**config.mk**
```make
export PLATFORM = sky130hd
export DESIGN_NAME = exp2_iter
export DESIGN_NICKNAME = d
export VERILOG_FILES = /design/src/rtl/exp2_iter.sv
export SDC_FILE = /design/constraint.sdc
export NUM_CORES = 1
export LEC_CHECK = 0
export ABC_AREA = 1
export BUFFER_PORTS_ARGS = -buffer_cell sky130_fd_sc_hd__buf_2
export CORE_ASPECT_RATIO = 0.5
export CORE_MARGIN = 2
export CORE_UTILIZATION = 50
export CTS_CLUSTER_SIZE = 14
export DETAILED_ROUTE_END_ITERATION = 10
export PLACE_DENSITY = 0.73
export SLEW_MARGIN = 20
export SYNTH_ARGS = -nofsm -noshare
export SYNTH_HDL_FRONTEND = slang
export SYNTH_SLANG_ARGS = --single-unit
```
**constraint.sdc**
```tcl
create_clock -name clk -period 9.7 [get_ports clk]
set_clock_uncertainty 0.1 [all_clocks]
set_input_delay 0.97 -clock clk [delete_from_list [all_inputs] [get_ports clk]]
set_output_delay 0.97 -clock clk [all_outputs]
set_load 0.02 [all_outputs]
```
**src/rtl/exp2_iter.sv**
```systemverilog
// exp2_iter: iterative fixed-point antilog, y = 2^x with x unsigned Q(IW).(FW), y unsigned Q(OW).(OFW)
// Ports: clk, rst_n (async active-low), start/x request, busy/done handshake, y result, ovf saturation flag.
// Option: define EXP2_ROUND_EN to round to nearest in each multiply and in the final shift (default truncates).
module exp2_iter #(
  parameter int IW  = 5,
  parameter int FW  = 6,
  parameter int OW  = 32,
  parameter int OFW = 8
) (
  input  logic                clk,
  input  logic                rst_n,
  input  logic                start,
  input  logic [IW+FW-1:0]    x,
  output logic                busy,
  output logic                done,
  output logic [OW+OFW-1:0]   y,
  output logic                ovf
);
  localparam int KW = $clog2(FW + 2);
  localparam int SW = 17 + OW + OFW;
  localparam int DN = OFW < 15 ? 15 - OFW : 0;
  localparam int UP = OFW > 15 ? OFW - 15 : 0;
`ifdef EXP2_ROUND_EN
  localparam logic [31:0]   RM = 32'd16384;
  localparam logic [SW-1:0] RY = DN > 0 ? SW'(1) << (DN > 0 ? DN - 1 : 0) : '0;
`else
  localparam logic [31:0]   RM = '0;
  localparam logic [SW-1:0] RY = '0;
`endif
  typedef enum logic [1:0] {IDLE, FRAC, SHIFT, DONE} state_t;
  state_t                state_q, state_d;
  logic [15:0]           m_q, m_d;
  logic [KW-1:0]         k_q, k_d;
  logic [IW-1:0]         int_q, int_d;
  logic [FW-1:0]         frac_q, frac_d;
  logic [OW+OFW-1:0]     y_q, y_d;
  logic                  ovf_q, ovf_d;
  logic [31:0]           prod;
  logic [SW-1:0]         res;
  logic                  sat;
  // round(2^(2^-k) * 2^15); entries past k=16 round to exactly 1.0
  function automatic logic [15:0] rom(input logic [KW-1:0] k);
    case (int'(k))
      1:  rom = 16'd46341;
      2:  rom = 16'd38968;
      3:  rom = 16'd35734;
      4:  rom = 16'd34219;
      5:  rom = 16'd33486;
      6:  rom = 16'd33125;
      7:  rom = 16'd32946;
      8:  rom = 16'd32857;
      9:  rom = 16'd32812;
      10: rom = 16'd32790;
      11: rom = 16'd32779;
      12: rom = 16'd32774;
      13: rom = 16'd32771;
      14: rom = 16'd32769;
      15: rom = 16'd32769;
      default: rom = 16'h8000;
    endcase
  endfunction
  always_comb begin
    state_d = state_q;
    m_d     = m_q;
    k_d     = k_q;
    int_d   = int_q;
    frac_d  = frac_q;
    y_d     = y_q;
    ovf_d   = ovf_q;
    prod    = 32'(m_q) * 32'(rom(k_q)) + RM;
    // mantissa scaled by the integer part, then aligned to OFW fraction bits
    res     = (((SW'(m_q) << int_q) + RY) >> DN) << UP;
    sat     = int'(int_q) >= OW || |res[SW-1:OW+OFW];
    case (state_q)
      IDLE: if (start) begin
        state_d = FRAC;
        int_d   = x[IW+FW-1:FW];
        frac_d  = x[FW-1:0];
        m_d     = 16'h8000;
        k_d     = KW'(1);
      end
      FRAC: begin
        m_d     = frac_q[FW-1] ? 16'(prod >> 15) : m_q;
        frac_d  = frac_q << 1;
        k_d     = k_q + 1'b1;
        state_d = k_q == KW'(FW) ? SHIFT : FRAC;
      end
      SHIFT: begin
        y_d     = sat ? '1 : res[OW+OFW-1:0];
        ovf_d   = sat;
        state_d = DONE;
      end
      default: state_d = IDLE;
    endcase
  end
  always_ff @(posedge clk or negedge rst_n)
    if (!rst_n) begin
      state_q <= IDLE;
      m_q     <= 16'h8000;
      k_q     <= '0;
      int_q   <= '0;
      frac_q  <= '0;
      y_q     <= '0;
      ovf_q   <= 1'b0;
    end else begin
      state_q <= state_d;
      m_q     <= m_d;
      k_q     <= k_d;
      int_q   <= int_d;
      frac_q  <= frac_d;
      y_q     <= y_d;
      ovf_q   <= ovf_d;
    end
  assign busy = state_q == FRAC || state_q == SHIFT;
  assign done = state_q == DONE;
  assign y    = y_q;
  assign ovf  = ovf_q;
endmodule
```
==> run summary <==
Nets@finish - 1902
Critical path type - reg2reg
Fmax - 0.136 GHz
Final core area utilization - 0.538
Post-CTS sizing - 0
Mapped cell area - 12000 um^2
Critical Path End Type - register
H-tree levels - 3
Avg Cell Area, Syn - 7.64 um^2
Final setup viols - 0
Setup TNS - 0 ns
Async SR Flop Fraction - 1.00
Initial antenna violation count - 0
Clock slew at reported path FFs - 0.06 ns
Die Wd - 223 um
Non-Filler Instances - 1911
Starting Density - 0.505
# IOs - 57
Data arrival, critical path - 7.50 ns
Max-Cap Viols - 0
ANT cells - 0
Overall routing resource usage - 0.280
Sequential share of the synthesized area - 0.150
GP Congestion - 1.00
Worst slew pin tran - 0.961 ns
First-pass GRT wire length - 54700 um
Largest area contributor in the netlist - fa_1
CTS sink cnt - 72
Clk buf depth - 2
Number of global-route vias before repair - 10300
Ys Warns - 0
# rows - 40
Drt wl/cell - 17.7 um
Outcome - finished, final reports clean
Initial DRC Count - 969
Layout cells sized above 1 - 0.0670
RSZ-0062 raised after global routing - false
PortBufs - 55
Critical path's slowest cell - nor2_2
Largest net degree at the start of global routing - 73
Die Span Y - 114 um
Slowest Stage Delay on Critical Path - 0.65 ns
CTS tree - done
Area of the die - 25400 um^2
CP required - 9.82 ns
Top FF cell, synth - dfrtp_1
Clock root cell - clkbuf_16
Largest cells by area after synthesis - fa_1, dfrtp_1, ha_1
Area delta synth->final - 6.48%
Most used cell, CP - inv_1
CTS Buf Count - 9
Remaining DRCs - 0
Yosys cell types - 47
CP Max Fanout - 15
Yosys top cell area share - 0.295
Detailed Routing Iterations Pass 1 - 5
Slew Viols, Final - 0
Drt total wl - 33800 um
Filler instances - 2232
Synth Register Bits - 72
Placed wire-length estimate - 27100 um
Fin. Hold Viols - 0
Clock period minus worst slack - 7.38 ns
Core region area - 23800 um^2
Dpl cells - 1895
Vias - 10300
Postcts setup bufs - 0
Crit path launch type - register
Syn Nets - 1884
Post-synth EDFFs - 0
PnR worst setup slack - 2.32 ns
Pre-CTS WS - 2.37 ns
Avg Vias per Cell - 5.39
Fin crit share - 0.760
Post-DRT Antenna Nets - 0
Worst hold path class - reg2reg
Clk_lat worst skew - 0.36 ns
Slew headroom - 0.359
Gr ovfl total - 0
Post-CTS Hold Fix Bufs - 0
Most common cell in the netlist - nand2_1
Post-Synthesis Cells - 1573
Synth cell count leaders - nand2_1, inv_1, nor2_1
registers in the layout (all words and copies together), names as in the netlist:
| signal | count |
|---|---|
| frac_q | 6 |
| int_q | 5 |
| k_q | 3 |
| m_q | 16 |
| state_q | 2 |
| y | 40 |
placed cells by master (no fill, tap or decap), types with 18 or more instances in the layout:
| master | synthesis | layout |
|---|---|---|
| o21ai_1 | 36 | 36 |
| buf_2 | 19 | 54 |
| nand3_1 | 35 | 35 |
| fa_1 | 177 | 177 |
| dfrtp_1 | 71 | 71 |
| ha_1 | 120 | 120 |
| nand2_1 | 339 | 339 |
| o21ai_0 | 64 | 64 |
| inv_2 | 18 | 18 |
| a21oi_1 | 31 | 31 |
| inv_1 | 334 | 334 |
| nor2_1 | 192 | 192 |
stage by stage:
stage	hold WS, ns	instance area [um^2]
final	0.377	12800
after CTS	0.382	12800
after global routing	0.399	12800
after global placement	0.362	12500
after detailed placement	0.368	12500
after floorplan	0.395	12000
critical path, delay by kind of cell (launching register included):
family / cells / cell delay [ns]
buffers and inverters: 8 / 0.81
AO/OA/AOI/OAI: 3 / 0.54
adder cells (fa/ha/maj): 8 / 3.75
flip-flops: 1 / 0.38
AND/OR/NAND/NOR: 10 / 1.66
kinds of logic (layout without fill, tap and decap cells):
| family | after synthesis | in the layout | synth area share |
|---|---|---|---|
| AOI/OAI and AO/OA | 187 | 187 | 0.0899 |
| xor gates and xnor gates | 5 | 5 | 0.00364 |
| adders and majority gates | 297 | 297 | 0.420 |
| buffers and inverters | 407 | 430 | 0.133 |
| DFF | 72 | 72 | 0.150 |
| muxes | 5 | 5 | 0.00416 |
| other | 1 | 1 | 0.000312 |
| and+or+nand+nor | 599 | 599 | 0.200 |
routing by layer:
layer / up-vias / track usage / routed length, um
met2: 498 / 0.430 / 14500
met1: 4912 / 0.375 / 14200
met5: - / 0 / 0
met4: 0 / 0.104 / 1290
li1: 4785 / - / -
met3: 105 / 0.0863 / 3810
area by class of cell:
cell class                      instances  area [um^2]  area share
Tap cell                              315          394      0.0308
Clock buffer                           10          229      0.0179
Inverter                              356         1340       0.104
Sequential cell                        72         1800       0.141
Clock inverter                          6          116     0.00909
Timing Repair Buffer                   58          300      0.0235
Multi-Input combinational cell       1094         8630       0.674
final timing paths:
path                            depth (start not counted)                 end                from  slack, ns
worst min-delay path                                    2   y[26]$_DFFE_PN0P_   y[26]$_DFFE_PN0P_       0.38
max in group asynchronous                               1  k_q[1]$_DFFE_PN0P_               rst_n       8.21
worst min register to register                          2   y[26]$_DFFE_PN0P_   y[26]$_DFFE_PN0P_       0.38
worst max register to register                         29  m_q[1]$_DFFE_PN0P_  k_q[0]$_DFFE_PN0P_       2.32
min in group asynchronous                               1   y[35]$_DFFE_PN0P_               rst_n       0.68
worst max-delay path                                   29  m_q[1]$_DFFE_PN0P_  k_q[0]$_DFFE_PN0P_       2.32
Power is left out: the tool's default activity adds up to more than one toggle a clock period on the data nets, which glitch-free logic cannot reach.
